$ cat src/rtl/tk_pkg.sv
// Shared time-of-day types and BCD helpers for the alarm-clock datapath.
// Used by the timekeeper and the alarm-set validation logic.
package tk_pkg;

  localparam int BCD_W = 8;

  typedef logic [BCD_W-1:0] bcd_t;

  localparam bcd_t SS_MAX = 8'h59;
  localparam bcd_t MM_MAX = 8'h59;
  localparam bcd_t HH_MAX = 8'h23;

  typedef struct packed {
    bcd_t hh;
    bcd_t mm;
    bcd_t ss;
  } tod_t;

  // Both nibbles must be decimal; once they are, byte order equals BCD order.
  function automatic logic bcd_ok(input bcd_t v, input bcd_t max);
    return (v[3:0] <= 4'd9) && (v[7:4] <= 4'd9) && (v <= max);
  endfunction

  function automatic logic tod_ok(input tod_t t);
    return bcd_ok(t.hh, HH_MAX) && bcd_ok(t.mm, MM_MAX) && bcd_ok(t.ss, SS_MAX);
  endfunction

  // BCD +1 without field wrap; callers handle the max->00 case.
  function automatic bcd_t bcd_inc(input bcd_t v);
    logic [3:0] hi;
    logic [3:0] lo;
    hi = v[7:4];
    lo = v[3:0];
    if (lo == 4'd9) begin
      hi = hi + 4'd1;
      lo = 4'd0;
    end else begin
      lo = lo + 4'd1;
    end
    return {hi, lo};
  endfunction

endpackage

$ cat src/rtl/tick_sync_edge.sv
// Synchronizes the divider's slow clock into clk and emits one registered
// pulse per qualified edge, suppressed until the pipeline has filled.
module tick_sync_edge
  import tk_pkg::*;
#(
  parameter int SYNC_STAGES = 2,
  parameter int EDGE_MODE   = 0
) (
  input  logic clk,
  input  logic rst,
  input  logic tick_in,
  output logic edge_pulse
);

  localparam int AW = $clog2(SYNC_STAGES + 1);

  logic [SYNC_STAGES-1:0] sync;
  logic                   hist;
  logic                   armed;
  logic [AW-1:0]          arm_cnt;
  logic                   last;
  logic                   raw_edge;

  assign last = sync[SYNC_STAGES-1];

  always_ff @(posedge clk or negedge rst) begin
    if (!rst) begin
      sync <= '0;
      hist <= 1'b0;
    end else begin
      sync <= {sync[SYNC_STAGES-2:0], tick_in};
      hist <= last;
    end
  end

  // Arms once the history flop holds a synchronized sample, so a level that
  // was already high at reset never looks like an edge.
  always_ff @(posedge clk or negedge rst) begin
    if (!rst) begin
      arm_cnt <= '0;
      armed   <= 1'b0;
    end else if (!armed) begin
      if (arm_cnt == AW'(SYNC_STAGES)) armed <= 1'b1;
      else                             arm_cnt <= arm_cnt + 1'b1;
    end
  end

  always_comb begin
    raw_edge = last & ~hist;
    if (EDGE_MODE != 0) raw_edge = last ^ hist;
  end

  always_ff @(posedge clk or negedge rst) begin
    if (!rst) edge_pulse <= 1'b0;
    else      edge_pulse <= armed & raw_edge;
  end

endmodule

$ cat src/rtl/tick_timekeeper.sv
// BCD hh:mm:ss time of day driven by the synchronized divider tick, with
// validated synchronous load and a sticky lost-tick watchdog.
module tick_timekeeper
  import tk_pkg::*;
#(
  parameter int SYNC_STAGES = 2,
  parameter int EDGE_MODE   = 0,
  parameter int TIMEOUT     = 100_000_000
) (
  input  logic       clk,
  input  logic       rst,
  input  logic       tick_in,
  input  logic       set_valid,
  input  logic [7:0] set_hh,
  input  logic [7:0] set_mm,
  input  logic [7:0] set_ss,
  input  logic       tick_lost_clr,
  output logic       tick,
  output logic [7:0] hh,
  output logic [7:0] mm,
  output logic [7:0] ss,
  output logic       min_roll,
  output logic       day_roll,
  output logic       load_err,
  output logic       tick_lost
);

  localparam int WD_W = $clog2(TIMEOUT);

  tod_t            tod;
  tod_t            set_tod;
  logic            set_ok;
  logic            ss_wrap;
  logic            mm_wrap;
  logic            hh_wrap;
  logic [WD_W-1:0] wd_cnt;
  logic            wd_hit;

  tick_sync_edge #(
    .SYNC_STAGES(SYNC_STAGES),
    .EDGE_MODE  (EDGE_MODE)
  ) u_sync (
    .clk       (clk),
    .rst       (rst),
    .tick_in   (tick_in),
    .edge_pulse(tick)
  );

  assign set_tod = '{hh: set_hh, mm: set_mm, ss: set_ss};
  assign set_ok  = tod_ok(set_tod);

  assign ss_wrap = (tod.ss == SS_MAX);
  assign mm_wrap = (tod.mm == MM_MAX);
  assign hh_wrap = (tod.hh == HH_MAX);

  assign hh = tod.hh;
  assign mm = tod.mm;
  assign ss = tod.ss;

  // A load owns the cycle: a coincident tick is dropped, not deferred.
  always_ff @(posedge clk or negedge rst) begin
    if (!rst) begin
      tod      <= '0;
      min_roll <= 1'b0;
      day_roll <= 1'b0;
      load_err <= 1'b0;
    end else begin
      min_roll <= 1'b0;
      day_roll <= 1'b0;
      load_err <= 1'b0;
      if (set_valid) begin
        if (set_ok) tod      <= set_tod;
        else        load_err <= 1'b1;
      end else if (tick) begin
        if (ss_wrap) begin
          tod.ss   <= '0;
          min_roll <= 1'b1;
          if (mm_wrap) begin
            tod.mm <= '0;
            if (hh_wrap) begin
              tod.hh   <= '0;
              day_roll <= 1'b1;
            end else begin
              tod.hh <= bcd_inc(tod.hh);
            end
          end else begin
            tod.mm <= bcd_inc(tod.mm);
          end
        end else begin
          tod.ss <= bcd_inc(tod.ss);
        end
      end
    end
  end

  assign wd_hit = (wd_cnt == WD_W'(TIMEOUT - 1));

  // Counter saturates at the limit, so the set condition keeps winning over a
  // clear until a tick (or a clear) restarts the count.
  always_ff @(posedge clk or negedge rst) begin
    if (!rst) begin
      wd_cnt    <= '0;
      tick_lost <= 1'b0;
    end else begin
      if (tick || tick_lost_clr) wd_cnt <= '0;
      else if (!wd_hit)          wd_cnt <= wd_cnt + 1'b1;

      if (wd_hit)             tick_lost <= 1'b1;
      else if (tick_lost_clr) tick_lost <= 1'b0;
    end
  end

endmodule

$ cat config.mk
export PLATFORM = sky130hd
export DESIGN_NAME = tick_timekeeper
export DESIGN_NICKNAME = d
export VERILOG_FILES = /design/src/rtl/tk_pkg.sv /design/src/rtl/tick_sync_edge.sv /design/src/rtl/tick_timekeeper.sv
export SDC_FILE = /design/constraint.sdc
export NUM_CORES = 1
export LEC_CHECK = 0
export BUFFER_PORTS_ARGS = -buffer_cell sky130_fd_sc_hd__buf_2
export CORE_ASPECT_RATIO = 0.5
export CORE_MARGIN = 10
export CORE_UTILIZATION = 45
export DETAILED_ROUTE_END_ITERATION = 6
export GPL_ROUTABILITY_DRIVEN = 0
export PLACE_DENSITY = 0.69
export SLEW_MARGIN = 20
export SYNTH_ARGS = -nofsm -noshare
export SYNTH_HDL_FRONTEND = slang
export SYNTH_SLANG_ARGS = --single-unit
$ cat constraint.sdc
create_clock -name clk -period 4.1 [get_ports clk]
set_input_delay 0.41 -clock clk [delete_from_list [all_inputs] [get_ports clk]]
set_output_delay 0.41 -clock clk [all_outputs]
set_load 0.02 [all_outputs]
**Yosys cells after proc, flatten, opt, wreduce, memory -nomap -nowiden**

Cells that the tools add are included.

- Output and inout port bits: 29
- Register bits: 62
- Word-level logic and storage cells: 101

- Reductions and logical operators: 23
- Bitwise gates (word level): 5
- Magnitude comparators: 9
- Multiplexer cells: 30
- $add $sub $neg: 8
- Equality and inequality tests: 10

Operator list:

| cell | count |
|---|---|
| 2-to-1 mux 24 bit | 3 |
| 2-to-1 mux 27 bit | 2 |
| 2-to-1 mux 8 bit | 4 |
| adder 27 x 1 -> 27 bit, second input constant | 1 |
| equality test 27 bit, second input constant | 1 |
| adder 4 x 1 -> 4 bit, second input constant | 6 |
| <= comparator 4 bit, second input constant | 6 |
| 2-to-1 mux 4 bit | 6 |
| equality test 8 x 7 -> 1 bit, second input constant | 2 |
| <= comparator 8 x 7 -> 1 bit, second input constant | 2 |
| 2-to-1 mux 16 bit | 1 |
| 2-to-1 mux 1 bit | 14 |
| equality test 4 bit, second input constant | 3 |
| nonzero test 3 bit | 3 |
| equality test 8 x 6 -> 1 bit, second input constant | 1 |
| <= comparator 8 x 6 -> 1 bit, second input constant | 1 |
| logical AND 1 bit | 8 |
| AND reduction 4 bit | 2 |
| nonzero test 2 bit | 4 |
| AND reduction 3 bit | 2 |
| AND reduction 5 bit | 1 |
| != test 2 x 1 -> 1 bit, second input constant | 2 |
| AND reduction 2 bit | 2 |
| inverter 1 bit | 3 |
| other kinds (4) | 5 |

**Logic depth before layout (Yosys ltp)**

- Word-level depth: 7
- Depth in mapped cells: 8
- Depth with buffers taken out: 7

**Hierarchy**

From an unflattened synthesis, not the netlist that was laid out.

- Cells, all modules: 359
- Area, all modules: 3465.8 um^2

Modules (own cells, without submodules):

| module | area an instance (um^2) | seq. area each (um^2) | times used | cells an instance |
|---|---|---|---|---|
| tick_timekeeper | 3231.8 | 1376.3 | 1 | 344 |
| tick_sync_edge | 234.0 | 175.2 | 1 | 15 |

**Least setup slack after synthesis**

Ideal clock, no wire load.

- Path kind: register to register
- From: reg, netlist name hh[4]
- To: reg, netlist name hh[5]
- Buffers on the path: 0
- Arrival time: 1.860 ns
- Cell stages (with the launch flop): 8
- Setup slack: 2.115 ns
- Required time: 3.975 ns
- Path through: dfrtp_1 inv_1 ha_1 or4b_4 o21ai_2 nor2b_1 a21oi_4 mux2_2

- Cells in the longest elaborated chain, start to end: 7
- Elaborated cells between the ends (all ways): 10
- Classes of those cells: add/sub (1); eq/ne (1); mux (6); reduce/logical (2)

Ends and longest elaborated chain:

| element | RTL line | RTL |
|---|---|---|
| adder 4 x 1 -> 4 bit | tk_pkg.sv:35 | `hi = hi + 4'd1;` |
| 2-to-1 mux 4 bit | tk_pkg.sv:34 | `if (lo == 4'd9) begin` |
| 2-to-1 mux 8 bit | tick_timekeeper.sv:80 | `if (hh_wrap) begin` |
| 2-to-1 mux 8 bit | tick_timekeeper.sv:78 | `if (mm_wrap) begin` |
| 2-to-1 mux 16 bit | tick_timekeeper.sv:75 | `if (ss_wrap) begin` |
| 2-to-1 mux 24 bit | tick_timekeeper.sv:74 | `end else if (tick) begin` |
| 2-to-1 mux 24 bit | tick_timekeeper.sv:71 | `if (set_valid) begin` |

Several ways; a longest one is shown, not always the timed one. The select of a mux whose other input is x is not followed.
A chain may end at the register's enable or synchronous reset.

**Worst setup path in the final report**

- From: reg wd_cnt[0]
- To: reg wd_cnt[1]

- Cells in the longest elaborated chain, start to end: 3
- Elaborated cells between the ends (all ways): 5
- Classes of those cells: add/sub (1); eq/ne (2); mux (2)

Ends and longest elaborated chain:

| element | RTL line | RTL |
|---|---|---|
| from (decl) | tick_timekeeper.sv:36 | `logic [WD_W-1:0] wd_cnt;` |
| from (signal assigned) | tick_timekeeper.sv:106 | `else if (!wd_hit) wd_cnt <= wd_cnt + 1'b1;` |
| adder 27 x 1 -> 27 bit | tick_timekeeper.sv:106 |  |
| 2-to-1 mux 27 bit | tick_timekeeper.sv:106 |  |
| 2-to-1 mux 27 bit | tick_timekeeper.sv:105 | `if (tick \|\| tick_lost_clr) wd_cnt <= '0;` |

Several ways; a longest one is shown, not always the timed one. The select of a mux whose other input is x is not followed.

==> results.md <==
- Pleak: 1.86 nW
- CTS Sinks: just over 60
- TritonCTS Buffers: 9
- Rows: 22
- Final nets: 460
- Mux cell area share after synthesis: 0.0257
- Starting Density: 0.477
- Worst-Margin Slew: around 0.94 ns
- Number of library cell types mapped by synthesis: around 70
- Setup TNS: 0 ns
- Synth Area in Simple Gates: 0.252
- Hold buffers post-CTS: 0
- H-tree depth: 3
- Main synth FF type: dfrtp_1
- Post-CTS setup buffer count: 0
- Starting DRC count in detailed routing: 221
- Final min period: about 2.3 ns
- Number of global-route vias before repair: 2,935
- DP Wirelength: between 6 and 7 mm
- # port buffers: 57
- Crit path DAT: between 2 and 3 ns
- WL/cell: 15.9 um
- Pre-antenna DRT Iters: 4
- Slew headroom: 0.369
- Mapped Nets: 407
- Ports: 58
- Final cycle utilization of the critical path: 0.570
- Metal-1 WL: about 3.9 mm
- Die Span Y: 83.2 um
- Post-Synth Adder-Cell Area: 0.0487
- Fin. max-slew vios: 0
- Largest net degree at the start of global routing: 45
- RSZ-0062 raised after global routing: false
- Worst-path fanout max: 11
- Setup slack at placement: ~1.6 ns
- Clock Skew: 0.00551 ns
- Crit end category: register
- HP Class: in -> async
- Post-DRT Antenna Nets: 0
- EDFF count, synth: 0
- Vias per cell: between 5 and 6
- Clk_lat worst skew: around 0.32 ns
- VDD IR max: just under 0.2 mV
- CTS tree: done
- Clock tree buffer depth: 2
- Final hold viol count: 0
- Post-Synth XOR/XNOR Area: 0.0292
- Syn avg cell area: approximately 9.9 um2
- First-pass GRT wire length: ~14 mm
- Synth async-reset ratio: 1.00
- #FFs+latches synth: 62
- Met2 Routed Length: 4.00 mm
- Compound-Gate Fraction of Synth Area: 0.171
- Detailed-route via count: just under 3,000
- Die X: ~150 um
- Clk slew on worst S/H paths: roughly 0.05 ns
- Critical Path Start Type: register
- Power per standard cell area: 393 nW/um2
- Die footprint: between 10,000 and 15,000 um2
- Cell Area, Synth: between 3000 and 4000 um2
- Crit path required time: 4.29 ns
- WS Path Type: reg -> reg
- Core box area: between 7000 and 8000 um2
- Max frequency: 428 MHz
- Antenna violations before repair: 0
- Cts repair resizes: 0
- Synth warnings: 0
- Diode count: 0
- Met3 wire len: ~430 um
- Final setup fails: 0
- MaxCap Viol Count: 0
- Gate Count Post-Synth: ~360
- Final wirelength: 8.39 mm
- Main combinational cell family by area after synthesis: simple AND/OR/NAND/NOR gates
- Worst setup margin: roughly 1.8 ns
- Total Routing Usage GR: 0.139
- Status: completed
- Area delta synth->final: 16.4%
- Share of cells above drive strength 1: 0.238
- GR Overflow Total: 0
- Root buffer cell: clkbuf_16
- # DRC: 0
- Post-synthesis sequential area ratio: 0.431
- Top Metal Used: met4
## kinds of logic after synthesis
| kind of cell | Yosys count |
|---|---|
| adder cells (fa/ha/maj) | 14 |
| AO/OA/AOI/OAI | 92 |
| XOR/XNOR | 12 |
| multiplexers | 8 |
| flip-flops | 62 |
| AND/OR/NAND/NOR | 145 |
| buffers and inverters | 31 |
## area by class of cell
type,count,area (um2)
fillers,668,3350
inverters,15,56.3
flip-flops and latches,62,1550
well taps,108,135
clock inverters,2,10.0
multi-input cells,271,1890
clock buffers,12,246
repair buffers,58,295
## stage by stage
step           instances  total power [mW]   util  cell area (um2)  hold slack (ns)
2_1_floorplan        364             0.882      -             3600            0.114
3_3_place_gp         514             0.987  0.521             3930            0.336
3_5_place_dp         514             0.992  0.521             3930            0.358
4_1_cts              528              1.66  0.555             4190            0.193
5_1_grt              528              1.73  0.555             4190            0.128
6_report             528              1.65  0.555             4190           0.0743
## sequential cells by signal (all words and copies together) (netlist names)
name               cells
load_err               1
u_sync.sync            2
ss                     8
u_sync.arm_cnt         2
min_roll               1
tick_lost              1
hh                     8
mm                     8
u_sync.hist            1
day_roll               1
u_sync.edge_pulse      1
wd_cnt                27
u_sync.armed           1
## critical path, stage by stage, from the launching register on
cell and delay [ns]:
dfrtp_1 0.39, ha_1 0.20, and3_1 0.32, nand2_2 0.11, nor4_2 0.84, mux2i_1 0.27, nor2_1 0.06
## cells in the mapped netlist, types with 7 or more instances
library cell	n	area share
inv_1	13	0.014
xnor2_1	9	0.022
or3_1	12	0.021
nand3_1	14	0.019
nand2_1	26	0.027
nand4_1	7	0.012
a21oi_1	28	0.039
nor2_1	22	0.023
dfrtp_1	62	0.43
nor3_1	11	0.015
ha_1	14	0.049
o21ai_0	25	0.035
## per-layer routing
metal / track usage / up-vias
met5: 0 / -
met4: 0.0484 / 0
met3: 0.0400 / 10
met2: 0.214 / 73
met1: 0.181 / 1421
li1: - / 1448
## worst paths after layout
path	start	endpoint	slack (ns)	cells after the start
worst max-delay path	wd_cnt[0]	wd_cnt[1]	1.76	6
worst min-delay path	rst	hh[1]	0.07	1
worst max register to register	wd_cnt[0]	wd_cnt[1]	1.76	6
worst min register to register	u_sync.sync[0]	u_sync.sync[1]	0.36	0
max in group asynchronous	rst	wd_cnt[5]	3.35	2
min in group clk	tick_in	u_sync.sync[0]	0.20	1
## report_power, final
part	leakage [nW]	switching (mW)	internal, mW
sequential	0.772	0.0596	0.651
clock	0.128	0.250	0.416
combinational	0.961	0.159	0.111
## cell usage in the layout (no fill, tap or decap), types with 3 or more instances in the layout
master / count
buf_2: 56
nor3_1: 11
nand3_1: 14
and2_1: 4
nor2_1: 22
dfrtp_1: 62
a22o_1: 5
o21ai_0: 25
nor2_2: 4
and3b_1: 3
xnor2_1: 9
o221ai_1: 3
a31oi_1: 4
nand2b_1: 3
nor2b_1: 3
or3_1: 12
ha_1: 14
clkbuf_16: 9
inv_1: 13
a21oi_1: 28
and3_1: 3
nand2_1: 26
a32oi_1: 3
a221o_1: 6
nand4_2: 3
xor2_1: 3
nand4_1: 7
nor4_4: 3
mux2i_1: 4
and4_1: 5
No activity file was read; power rests on OpenSTA's default activity.
